[src/rtl/sh7604_pkg.sv]
// Shared SH7604 SCI types: serial mode register layout, receiver states and SSR bit positions.
package sh7604_pkg;

  typedef struct packed {
    logic       ca;
    logic       chr;
    logic       pe;
    logic       oe;
    logic       stop;
    logic       mp;
    logic [1:0] cks;
  } SMR_t;

  typedef enum logic [2:0] {
    IDLE   = 3'd0,
    START  = 3'd1,
    DATA   = 3'd2,
    PARITY = 3'd3,
    MPBIT  = 3'd4,
    STOP   = 3'd5
  } rx_state_t;

  localparam int SSR_TDRE = 7;
  localparam int SSR_RDRF = 6;
  localparam int SSR_ORER = 5;
  localparam int SSR_FER  = 4;
  localparam int SSR_PER  = 3;
  localparam int SSR_TEND = 2;
  localparam int SSR_MPB  = 1;
  localparam int SSR_MPBT = 0;

endpackage

[src/rtl/sh7604_sci_rx.sv]
// SH7604 SCI asynchronous receiver: 16x oversampled frame decode, RDR load and SSR receive flags.
//
// state  | meaning
// IDLE   | line idle, waiting for a falling edge on the synchronised input
// START  | checking start bit at its midpoint, false start returns to IDLE
// DATA   | shifting data bits LSB first (7 or 8)
// PARITY | sampling the parity bit
// MPBIT  | sampling the multiprocessor bit
// STOP   | first stop bit; frame completes at its midpoint
module sh7604_sci_rx
  import sh7604_pkg::*;
(
  input  logic       CLK,
  input  logic       RST,
  input  logic       CE_16X,
  input  logic       RXD,
  input  logic [7:0] SMR,
  input  logic       RE,
  input  logic       RIE,
  input  logic       MPIE,
  input  logic       RDRF_CLR,
  input  logic       ORER_CLR,
  input  logic       FER_CLR,
  input  logic       PER_CLR,
  output logic [7:0] RDR,
  output logic       RDRF,
  output logic       ORER,
  output logic       FER,
  output logic       PER,
  output logic       MPB,
  output logic       MPIE_CLR,
  output logic       RXI,
  output logic       ERI
);

  SMR_t smr;
  assign smr = SMR_t'(SMR);

  logic unused_smr;
  assign unused_smr = ^{smr.ca, smr.stop, smr.cks};

  rx_state_t  state, state_nxt;
  logic [3:0] phase, phase_nxt;
  logic [2:0] bit_cnt, bit_cnt_nxt;

  logic       rxd_s1, rxd_s2, rxd_last;
  logic [7:0] shreg;
  logic       par_acc, par_bit, mp_bit;

  logic       par_en, mp_en;
  logic [2:0] last_bit;
  logic       mid, start_go, frame_done;
  logic [7:0] rx_data;

  // MP overrides PE: the extra bit slot carries the MP bit, never parity
  assign mp_en    = smr.mp;
  assign par_en   = smr.pe & ~smr.mp;
  assign last_bit = smr.chr ? 3'd6 : 3'd7;
  assign mid      = CE_16X & RE & (phase == 4'd7);
  assign rx_data  = smr.chr ? {1'b0, shreg[7:1]} : shreg;

  always_comb begin
    state_nxt   = state;
    phase_nxt   = phase;
    bit_cnt_nxt = bit_cnt;
    start_go    = 1'b0;
    frame_done  = 1'b0;
    if (!RE) begin
      state_nxt   = IDLE;
      phase_nxt   = 4'd0;
      bit_cnt_nxt = 3'd0;
    end else if (CE_16X) begin
      if (state != IDLE) phase_nxt = phase + 4'd1;
      case (state)
        IDLE: begin
          if (rxd_last && !rxd_s2 && !ORER && !FER && !PER) begin
            state_nxt   = START;
            phase_nxt   = 4'd0;
            bit_cnt_nxt = 3'd0;
            start_go    = 1'b1;
          end
        end
        START: begin
          if (phase == 4'd7 && rxd_s2) begin
            state_nxt = IDLE;
            phase_nxt = 4'd0;
          end else if (phase == 4'd15) begin
            state_nxt = DATA;
          end
        end
        DATA: begin
          if (phase == 4'd15) begin
            if (bit_cnt == last_bit) begin
              if (par_en)     state_nxt = PARITY;
              else if (mp_en) state_nxt = MPBIT;
              else            state_nxt = STOP;
            end else begin
              bit_cnt_nxt = bit_cnt + 3'd1;
            end
          end
        end
        PARITY: begin
          if (phase == 4'd15) state_nxt = mp_en ? MPBIT : STOP;
        end
        MPBIT: begin
          if (phase == 4'd15) state_nxt = STOP;
        end
        STOP: begin
          if (phase == 4'd7) begin
            state_nxt  = IDLE;
            phase_nxt  = 4'd0;
            frame_done = 1'b1;
          end
        end
        default: begin
          state_nxt = IDLE;
          phase_nxt = 4'd0;
        end
      endcase
    end
  end

  always_ff @(posedge CLK) begin
    if (RST) begin
      state   <= IDLE;
      phase   <= 4'd0;
      bit_cnt <= 3'd0;
    end else begin
      state   <= state_nxt;
      phase   <= phase_nxt;
      bit_cnt <= bit_cnt_nxt;
    end
  end

  logic discard, load, fer_set, per_set, rdrf_set, orer_set, mpie_hit;

  assign discard  = frame_done & mp_en & MPIE & ~mp_bit;
  assign orer_set = frame_done & ~discard & RDRF;
  assign load     = frame_done & ~discard & ~RDRF;
  assign fer_set  = load & ~rxd_s2;
  assign per_set  = load & par_en & ((par_acc ^ par_bit) != smr.oe);
  assign rdrf_set = load & ~fer_set & ~per_set;
  assign mpie_hit = frame_done & mp_en & MPIE & mp_bit;

  always_ff @(posedge CLK) begin
    if (RST) begin
      rxd_s1   <= 1'b1;
      rxd_s2   <= 1'b1;
      rxd_last <= 1'b1;
      shreg    <= 8'h00;
      par_acc  <= 1'b0;
      par_bit  <= 1'b0;
      mp_bit   <= 1'b0;
      RDR      <= 8'h00;
      RDRF     <= 1'b0;
      ORER     <= 1'b0;
      FER      <= 1'b0;
      PER      <= 1'b0;
      MPB      <= 1'b0;
      MPIE_CLR <= 1'b0;
    end else begin
      rxd_s1 <= RXD;
      rxd_s2 <= rxd_s1;
      if (CE_16X) rxd_last <= rxd_s2;

      if (start_go) begin
        par_acc <= 1'b0;
        par_bit <= 1'b0;
        mp_bit  <= 1'b0;
      end else if (mid) begin
        case (state)
          DATA: begin
            shreg   <= {rxd_s2, shreg[7:1]};
            par_acc <= par_acc ^ rxd_s2;
          end
          PARITY:  par_bit <= rxd_s2;
          MPBIT:   mp_bit  <= rxd_s2;
          default: ;
        endcase
      end

      if (load) begin
        RDR <= rx_data;
        MPB <= mp_bit;
      end

      // set beats a coincident clear strobe
      RDRF     <= rdrf_set | (RDRF & ~RDRF_CLR);
      ORER     <= orer_set | (ORER & ~ORER_CLR);
      FER      <= fer_set  | (FER  & ~FER_CLR);
      PER      <= per_set  | (PER  & ~PER_CLR);
      MPIE_CLR <= mpie_hit;
    end
  end

  assign RXI = RIE & RDRF;
  assign ERI = RIE & (ORER | FER | PER);

endmodule

[config.mk]
export PLATFORM = sky130hd
export DESIGN_NAME = sh7604_sci_rx
export DESIGN_NICKNAME = d
export VERILOG_FILES = /design/src/rtl/sh7604_pkg.sv /design/src/rtl/sh7604_sci_rx.sv
export SDC_FILE = /design/constraint.sdc
export NUM_CORES = 1
export LEC_CHECK = 0
export ABC_AREA = 0
export BUFFER_PORTS_ARGS = -buffer_cell sky130_fd_sc_hd__buf_2
export CAP_MARGIN = 20
export CORE_MARGIN = 2
export CORE_UTILIZATION = 45
export CTS_BUF_LIST = sky130_fd_sc_hd__clkbuf_16
export CTS_CLUSTER_SIZE = 8
export DETAILED_ROUTE_END_ITERATION = 6
export PLACE_DENSITY = 0.67
export SETUP_SLACK_MARGIN = 0.1
export SYNTH_ARGS = -nofsm -noshare
export SYNTH_HDL_FRONTEND = slang
export SYNTH_SLANG_ARGS = --single-unit
[constraint.sdc]
create_clock -name CLK -period 4.9 [get_ports CLK]
set_input_delay 0.49 -clock CLK [delete_from_list [all_inputs] [get_ports CLK]]
set_output_delay 0.49 -clock CLK [all_outputs]
set_load 0.01 [all_outputs]
## Word level (Yosys, flattened, before mapping)

Cells that the tools add are included.

- Multiplexer cells: 30
- Add/sub/neg operators: 2
- Eq/ne operators: 17
- Reduce and logical (&&, ||, !) cells: 21
- Bitwise operators: 42

Operator list:

| operator | number |
|---|---|
| $mux W3 | 12 |
| $and A1 B1 Y1 | 21 |
| $pmux W3 S6 | 1 |
| $mux W4 | 4 |
| $pmux W4 S4 | 1 |
| $ne A2 B2 Y1 const B | 7 |
| $not A1 Y1 | 13 |
| $mux W1 | 10 |
| $mux W8 | 1 |
| $reduce_and A8 Y1 | 1 |
| $eq A3 B2 Y1 const B | 2 |
| $eq A3 B3 Y1 const B | 2 |
| $or A1 B1 Y1 | 6 |
| $pmux W3 S2 | 1 |
| $reduce_and A2 Y1 | 3 |
| $logic_and A1 B1 Y1 | 5 |
| $reduce_and A5 Y1 | 1 |
| $add A4 B1 Y4 const B | 1 |
| $eq A4 B3 Y1 const B | 1 |
| $eq A4 B4 Y1 const B | 1 |
| $logic_not A1 Y1 | 4 |
| $reduce_or A2 Y1 | 2 |
| $add A3 B1 Y3 const B | 1 |
| $eq A3 B1 Y1 const B | 1 |
| 9 further kinds | 10 |

- Flip-flop bits (word level): 38
- Output and inout bits: 16
- Logic and storage cells: 129
- Bits of input ports: 19

## Depth between registers and ports, before layout

Gate-level depths: netlist of run 1.

- Depth after elaboration: 16
- Depth in mapped cells: 7
- Mapped depth without buffers: 6

## Worst setup path after synthesis of run 1

No wires, ideal clock.

- Kind: input-to-reg
- Start point: input port SMR[6]
- End point: register bit_cnt[2]
- Setup slack: 2814 ps
- Arrival time: 2012 ps
- Buffers on the path: 1
- Stages: 6
- Data required time: 4826 ps
- Library setup time: 74 ps
- Cells stage by stage: buf_6 -> xor2_1 -> a311o_1 -> or3_1 -> or4_1 -> o21ai_0

- Cells in the longest elaborated chain, start to end: 4

RTL lines:

| item | RTL line | RTL |
|---|---|---|
| start: declaration | sh7604_sci_rx.sv:17 | `input logic [7:0] SMR,` |
| $mux W1 | sh7604_sci_rx.sv:58 | `assign last_bit = smr.chr ? 3'd6 : 3'd7;` |
| $eq A3 B3 Y1 | sh7604_sci_rx.sv:93 | `if (bit_cnt == last_bit) begin` |
| $ne A2 B2 Y1 (no source line) | -- |  |
| $reduce_and A5 Y1 (no source line) | -- |  |
| end signal: assignment | sh7604_sci_rx.sv:131 | `bit_cnt <= bit_cnt_nxt;` |
| end: declaration | sh7604_sci_rx.sv:44 | `logic [2:0] bit_cnt, bit_cnt_nxt;` |

No other way between the ends.
A chain may end at the register's enable or synchronous reset.

## Final worst setup path of run 1

- Start point: register state[0]
- End point: register RDR[7]

- Cells in the longest elaborated chain, start to end: 10

RTL lines:

| item | RTL line | RTL |
|---|---|---|
| start: declaration | sh7604_sci_rx.sv:42 | `rx_state_t state, state_nxt;` |
| start signal: assignment | sh7604_sci_rx.sv:129 | `state <= state_nxt;` |
| $eq A3 B3 Y1 * | sh7604_sci_rx.sv:74 | `case (state)` |
| $mux W1 * | sh7604_sci_rx.sv:74 |  |
| $mux W1 * | sh7604_sci_rx.sv:72 | `end else if (CE_16X) begin` |
| $mux W1 * | sh7604_sci_rx.sv:68 | `if (!RE) begin` |
| $and A1 B1 Y1 (3 in series) | sh7604_sci_rx.sv:137 | `assign discard = frame_done & mp_en & MPIE & ~mp_bit;` |
| $not A1 Y1 | sh7604_sci_rx.sv:139 | `assign load = frame_done & ~discard & ~RDRF;` |
| $and A1 B1 Y1 * (2 in series) | sh7604_sci_rx.sv:139 |  |
| end signal: assignment | sh7604_sci_rx.sv:183 | `RDR <= rx_data;` |
| end: declaration | sh7604_sci_rx.sv:25 | `output logic [7:0] RDR,` |

Every way passes the cells marked *; elsewhere a longest branch is shown, timed or not.

==> run_results.csv, run 1 <==
group,metric,value,unit
floorplanning,dieArea,0.004751,sq mm
final_layout,area_delta_synth_final,15.63,%
worst_setup_path,cp-start-kind,"flop",
grt,grt_usage,19.63,%
timing,clock-skew-final,2.713,ps
worst_setup_path,worstPathMaxFanout,16,
timing,slew-limit-headroom,26.20,%
synth,avgSynthCellArea,8.741,sq um
routing,vias,1631,
grt,grt_pass1_vias,1488,
cts,clock_path_buffers,2,
synth,ys.flop_type,"dfxtp_1",
floorplanning,core-area,0.004029,sq mm
floorplanning,rows,23,
placed_design,place_congestion,0.8918,
cts,htree_levels,2,
placed_design,io_buffer_count,30,
routing,via_per_inst,5.586,
synth,synth_fp_nets,238,
synth,ys_ff_latch,38,
cts,insertion_delay,270,ps
power_and_ir_drop,finalPower,0.0006467,W
cts,root_buffer,"clkbuf_16",
timing,slew_violations,0,
routing,drc,0,
synth,ys_types,50,
worst_setup_path,required,5100,ps
grt,antenna_found_initial,0,
placed_design,hpwl,2932,um
worst_setup_path,crit_type,"reg2reg",
floorplanning,die_h,68.93,um
floorplanning,io_pins,35,
worst_setup_path,worstSetupEndpointType,"flop",
timing,finalHoldViolCount,0,
synth,syn_area,0.001897,sq mm
cts,clock-sinks,38,
synth,yosysWarnings,0,
min_path,min_path_cells,2,
timing,tns,0,ps
grt,grt_max_degree,31,
routing,dr.pass1.iters,4,
timing,min_period,2572,ps
timing,worst_slew_pin_slew,1103,ps
synth,syn_inst,217,
power_and_ir_drop,ir_worst_vdd,233.5,uV
min_path,hold_path_class,"in2reg",
cts,cts_setup_buffers,0,
timing,setup_viol,0,
routing,wl,4118,um
floorplanning,initial_core_util,47.08,%
power_and_ir_drop,power.leakage,0.8101,nW
status,status,"completed",
synth,ys_seq_area_share,40.11,%
worst_setup_path,critPathArrivalTime,2780,ps
synth,synth-edff-count,0,
cts,cts_resized,0,
final_layout,drive_gt1_share,18.18,%
floorplanning,dieWidth,68.93,um
cts,cts_buffers,5,
cts,clkTransAtPathRegs,60,ps
cts,cts_tree,"built",
timing,max_freq,388.8,MHz
final_layout,finalNetCount,262,
worst_setup_path,reg2regPathDepth,5,
grt,overflow,0,
routing,drt_iter0_drc,100,
timing,post-route-period-util,52.49,%
final_layout,diodes,0,
flow_run,maxCapViolCount,0,
timing,rsz0062_at_grt,"false",
cts,cts_hold_buf,0,
routing,ant_nets,0,
power_and_ir_drop,power.density,294.8,mW/mm^2
synth,async_flop_share,0,%
routing,wl_per_cell,14.10,um
grt,grt_pass1_wl,6948,um
==> placed cells by master (no fill, tap or decap), types with 2 or more instances in the layout <==
cell type,count
dfxtp_1,38
buf_2,30
nor2_1,28
mux2i_1,18
nand2_1,16
a211oi_1,9
o21ai_0,8
a21oi_1,8
nand3_1,7
or3_1,5
nand2b_1,5
clkbuf_16,5
and2_1,4
nor2b_1,4
nand3b_1,4
o41ai_1,4
nor3_1,3
o211ai_1,3
xor2_1,2
nor3b_1,2
inv_1,2
or4_1,2
xnor2_1,2
or3b_2,2
or2_2,2
o22ai_1,2
a22oi_1,2
ha_1,2
==> path summary, 6_finish.rpt <==
| path | to | slack (ps) | start |
|---|---|---|---|
| worst min register to register | rxd_s2 | 420 | rxd_s1 |
| worst max-delay path | RDR[7] | 2330 | state[0] |
| worst min-delay path | rxd_s1 | 410 | RXD |
| worst max register to register | RDR[7] | 2330 | state[0] |
==> synthesized netlist by cell type, drive strengths merged (2+ instances only) <==
library cell  instances  area share [%]
a211oi                9             3.6
a21oi                 8             2.1
a22oi                 2            0.79
and2                  5             1.6
buf                   4             1.3
clkbuf                9             1.8
dfxtp                38              40
ha                    2             1.3
inv                   2            0.40
mux2i                18             9.5
nand2                16             3.2
nand2b                5             1.6
nand3                 7             1.8
nand3b                4             1.6
nor2                 28             5.5
nor2b                 4             1.3
nor3                  3            0.79
nor3b                 2            0.79
nor4                  2             1.5
o211ai                3             1.2
o21ai                 8             2.1
o22ai                 2            0.66
o41ai                 4             1.8
or2                   2            0.66
or3                   5             1.6
or3b                  2            0.92
or4                   2            0.79
xnor2                 2            0.92
xor2                  2            0.92
==> critical path, cell delays in order, from the launching register on <==
cell       delay, ps
dfxtp_1          620
nor2b_1          340
o2111ai_1        270
nor2_1           890
nand3b_1         190
a21oi_1          190
==> power by group <==
group          switching [W]  internal, W
clock network       0.000120     0.000185
logic              0.0000176    0.0000111
registers         0.00000202     0.000310
total               0.000140     0.000507
==> state kept, by name (all words and copies together), names as in the netlist, 3 cells and up <==
| register | count |
|---|---|
| RDR | 8 |
| phase | 4 |
| state | 3 |
| shreg | 8 |
| bit_cnt | 3 |
==> cell type report <==
cell class,count,area (sq um)
fillers,409,1836
multi-input cells,164,1071
flip-flops and latches,38,760.7
repair buffers,30,150.1
clock buffers,5,125.1
well taps,50,62.56
clock inverters,3,16.27
inverters,2,7.507
==> routing by layer <==
layer  up-vias  global-route usage (%)  share of wire (%)
li1        842                       -                  -
met1       752                   27.06                 51
met2        31                   30.17                 45
met3         6                   4.221                2.9
met4         0                   6.863               0.90
met5         -                       0                  0
==> metrics by stage <==
step	util (%)	worst slack, ps	hold WS [ps]	cell area (sq um)	instances
2_1_floorplan	-	2814	389.5	1897	217
3_3_place_gp	50.93	2405	397.3	2052	284
3_5_place_dp	50.93	2378	400.0	2052	284
4_1_cts	54.44	2367	408.7	2193	292
5_1_grt	54.44	2108	421.1	2193	292
6_report	54.44	2328	408.6	2193	292
==> logic make-up after synthesis <==
logic type	synth area share, %
simple gates	26.06
compound gates	17.74
flops	40.11
mux	9.499
buf+inv	3.430
xor+xnor	1.847
fa+ha+maj	1.319
No activity file was read; power rests on OpenSTA's default activity.
==> run 2, diff against run 1 <==
--- a/config.mk
+++ b/config.mk
@@ -5,7 +5,7 @@
 export SDC_FILE = /design/constraint.sdc
 export NUM_CORES = 1
 export LEC_CHECK = 0
-export ABC_AREA = 0
+export ABC_AREA = 1
 export BUFFER_PORTS_ARGS = -buffer_cell sky130_fd_sc_hd__buf_2
 export CAP_MARGIN = 20
 export CORE_MARGIN = 2
@@ -13,7 +13,7 @@
 export CTS_BUF_LIST = sky130_fd_sc_hd__clkbuf_16
 export CTS_CLUSTER_SIZE = 8
 export DETAILED_ROUTE_END_ITERATION = 6
-export PLACE_DENSITY = 0.67
+export PLACE_DENSITY = 0.66
 export SETUP_SLACK_MARGIN = 0.1
 export SYNTH_ARGS = -nofsm -noshare
 export SYNTH_HDL_FRONTEND = slang
==> constraint.sdc (replaced) <==
create_clock -name CLK -period 2.5 [get_ports CLK]
set_input_delay 0.25 -clock CLK [delete_from_list [all_inputs] [get_ports CLK]]
set_output_delay 0.25 -clock CLK [all_outputs]
set_load 0.01 [all_outputs]
==> run 2 against run 1 <==
Non-clock buffer count is 1 higher. Largest cell class unchanged. Synthesized cell count is 36% higher. Clock skew is 2.3 ps higher.
==> run_results.csv, run 2 <==
group,metric,value,unit
floorplanning,dieArea,0.005037,sq mm
timing,setup_viol,0,
synth,synth.most_common_cell,"nand2_1",
cts,cts_buffers,5,
placed_design,hpwl,3226,um
floorplanning,dieWidth,70.97,um
synth,syn_area,0.002018,sq mm
floorplanning,io_pins,35,
final_layout,multi_input_comb_area,0.001061,sq mm
power_and_ir_drop,power.density,649.3,mW/mm^2
timing,clock-skew-final,5.051,ps
routing,drc,0,
synth,yosysWarnings,0,
timing,worst_slew_pin_slew,484.3,ps
cts,clock-sinks,38,
synth,synth_top_area_cell,"dfxtp_1",
worst_setup_path,crit_type,"reg2reg",
grt,grt_usage,18.79,%
final_layout,finalNetCount,344,
timing,rsz0062_at_grt,"false",
synth,synth_common_cells,"68 x nand2_1, 42 x nor2_1, 38 x dfxtp_1",
timing,max_freq,534.5,MHz
final_layout,fillers,434,
power_and_ir_drop,power.leakage,1.134,nW
routing,ant_nets,0,
floorplanning,rows,24,
final_layout,fin_cells,376,
worst_setup_path,worstPathMaxFanout,13,
cts,htree_levels,2,
synth,ys_seq_area_share,37.69,%
final_layout,final_common_cell,"nand2_1",
floorplanning,core-area,0.004324,sq mm
worst_setup_path,required,2710,ps
synth,synth_top_area_share,37.69,%
cts,cts_hold_buf,0,
grt,grt_pass1_wl,7472,um
cts,cts_resized,0,
cts,cts_tree,"built",
synth,synth-edff-count,0,
power_and_ir_drop,ir_worst_vdd,449.1,uV
status,status,"completed",
synth,avgSynthCellArea,6.841,sq um
cts,clkTransAtPathRegs,50,ps
routing,wl,4424,um
synth,syn_inst,295,
placed_design,dp_cells,368,
cts,root_buffer,"clkbuf_16",
synth,synthTopCellsByArea,"dfxtp_1 38%, nand2_1 13%, nor2_1 7.8%, o21ai_0 6.2%, inv_1 5.8%",
routing,drt_iter0_drc,74,
grt,antenna_found_initial,0,
flow_run,maxCapViolCount,0,
synth,synth_fp_nets,316,
cts,clock_path_buffers,2,
floorplanning,die_h,70.97,um
timing,tns,0,ps
floorplanning,initial_core_util,46.67,%
min_path,hold_path_class,"in2reg",
cts,cts_setup_buffers,0,
final_layout,layout_common_cells,"68 x nand2_1, 42 x nor2_1, 38 x dfxtp_1",
routing,vias,1847,
synth,ys_ff_latch,38,
final_layout,drive_gt1_share,19.75,%
cts,insertion_delay,280,ps
grt,grt_pass1_vias,1667,
placed_design,io_buffer_count,30,
routing,dr.pass1.iters,4,
routing,wl_per_cell,11.77,um
routing,via_per_inst,4.912,
worst_setup_path,cp-start-kind,"flop",
timing,post-route-period-util,74.84,%
synth,ys.flop_type,"dfxtp_1",
final_layout,regArea,760.7,sq um
timing,slew_violations,0,
synth,async_flop_share,0,%
final_layout,area_delta_synth_final,17.55,%
final_layout,diodes,0,
worst_setup_path,critPathArrivalTime,2080,ps
synth,ys_types,33,
grt,grt_max_degree,18,
worst_setup_path,worstSetupEndpointType,"flop",
timing,slew-limit-headroom,67.67,%
final_layout,largest_registers,"RDR: 8 flops, shreg: 8 flops, phase: 4 flops",
timing,finalHoldViolCount,0,
grt,overflow,0,
placed_design,place_congestion,0.8643,
timing,min_period,1871,ps
==> run 2: cells by family (layout without fill, tap and decap cells) <==
group	count (synthesis)	in the layout	share of synthesized area [%]
and+or+nand+nor	154	154	36.27
AOI/OAI and AO/OA	54	54	14.20
buffers and inverters	45	74	9.733
DFF	38	38	37.69
adders and majority gates	2	2	1.240
xor gates and xnor gates	2	2	0.8681
==> run 2: where the power goes <==
group          internal, W  total [W]  switching [W]
Clock             0.000573   0.000827       0.000254
Sequential        0.000611   0.000619     0.00000824
Combinational    0.0000312  0.0000946      0.0000634
==> run 2: through the flow <==
step | utilization, % | setup slack (ps) | power, W | instance area (sq um) | hold slack [ps]
floorplan | - | 983.6 | 0.0006973 | 2018 | 353.8
global placement | 50.38 | 657.7 | 0.0007254 | 2178 | 392.8
detailed placement | 50.38 | 644.7 | 0.0007261 | 2178 | 394.1
CTS | 54.86 | 617.4 | 0.001553 | 2372 | 146.2
global route | 54.86 | 426.5 | 0.001588 | 2372 | 142.2
finish | 54.86 | 629.1 | 0.001540 | 2372 | 148.0
==> run 2: layer usage <==
metal | part of all wire (%) | vias up | GRT usage [%] | wire length [um]
li1 | - | 998 | - | -
met2 | 47 | 29 | 29.39 | 2066
met3 | 3.0 | 7 | 5.413 | 133
met5 | 0 | - | 0 | 0
met4 | 1.8 | 0 | 8.176 | 79
met1 | 48 | 813 | 24.22 | 2144
==> run 2: final timing paths <==
kind,from,cells after the start,slack (ps),end
max,phase[1],9,630,RDRF
min,RXD,2,150,rxd_s1
max reg2reg,phase[1],9,630,RDRF
min reg2reg,rxd_s1,1,410,rxd_s2
==> run 2: final cells by class <==
cell class | instances | area share [%]
multi-input cells | 212 | 44.73
flip-flops and latches | 38 | 32.07
repair buffers | 31 | 6.646
inverters | 35 | 5.643
clock buffers | 5 | 5.274
clock inverters | 3 | 2.901
well taps | 52 | 2.743
==> run 2: critical path, stage by stage, from the launching register on <==
cell and delay, ps:
dfxtp_1 390, ha_1 290, nand2_2 110, nor2_4 120, nand2_4 80, nor2_2 130, nand3_2 240, inv_2 210
nand3_1 80, a21oi_1 140
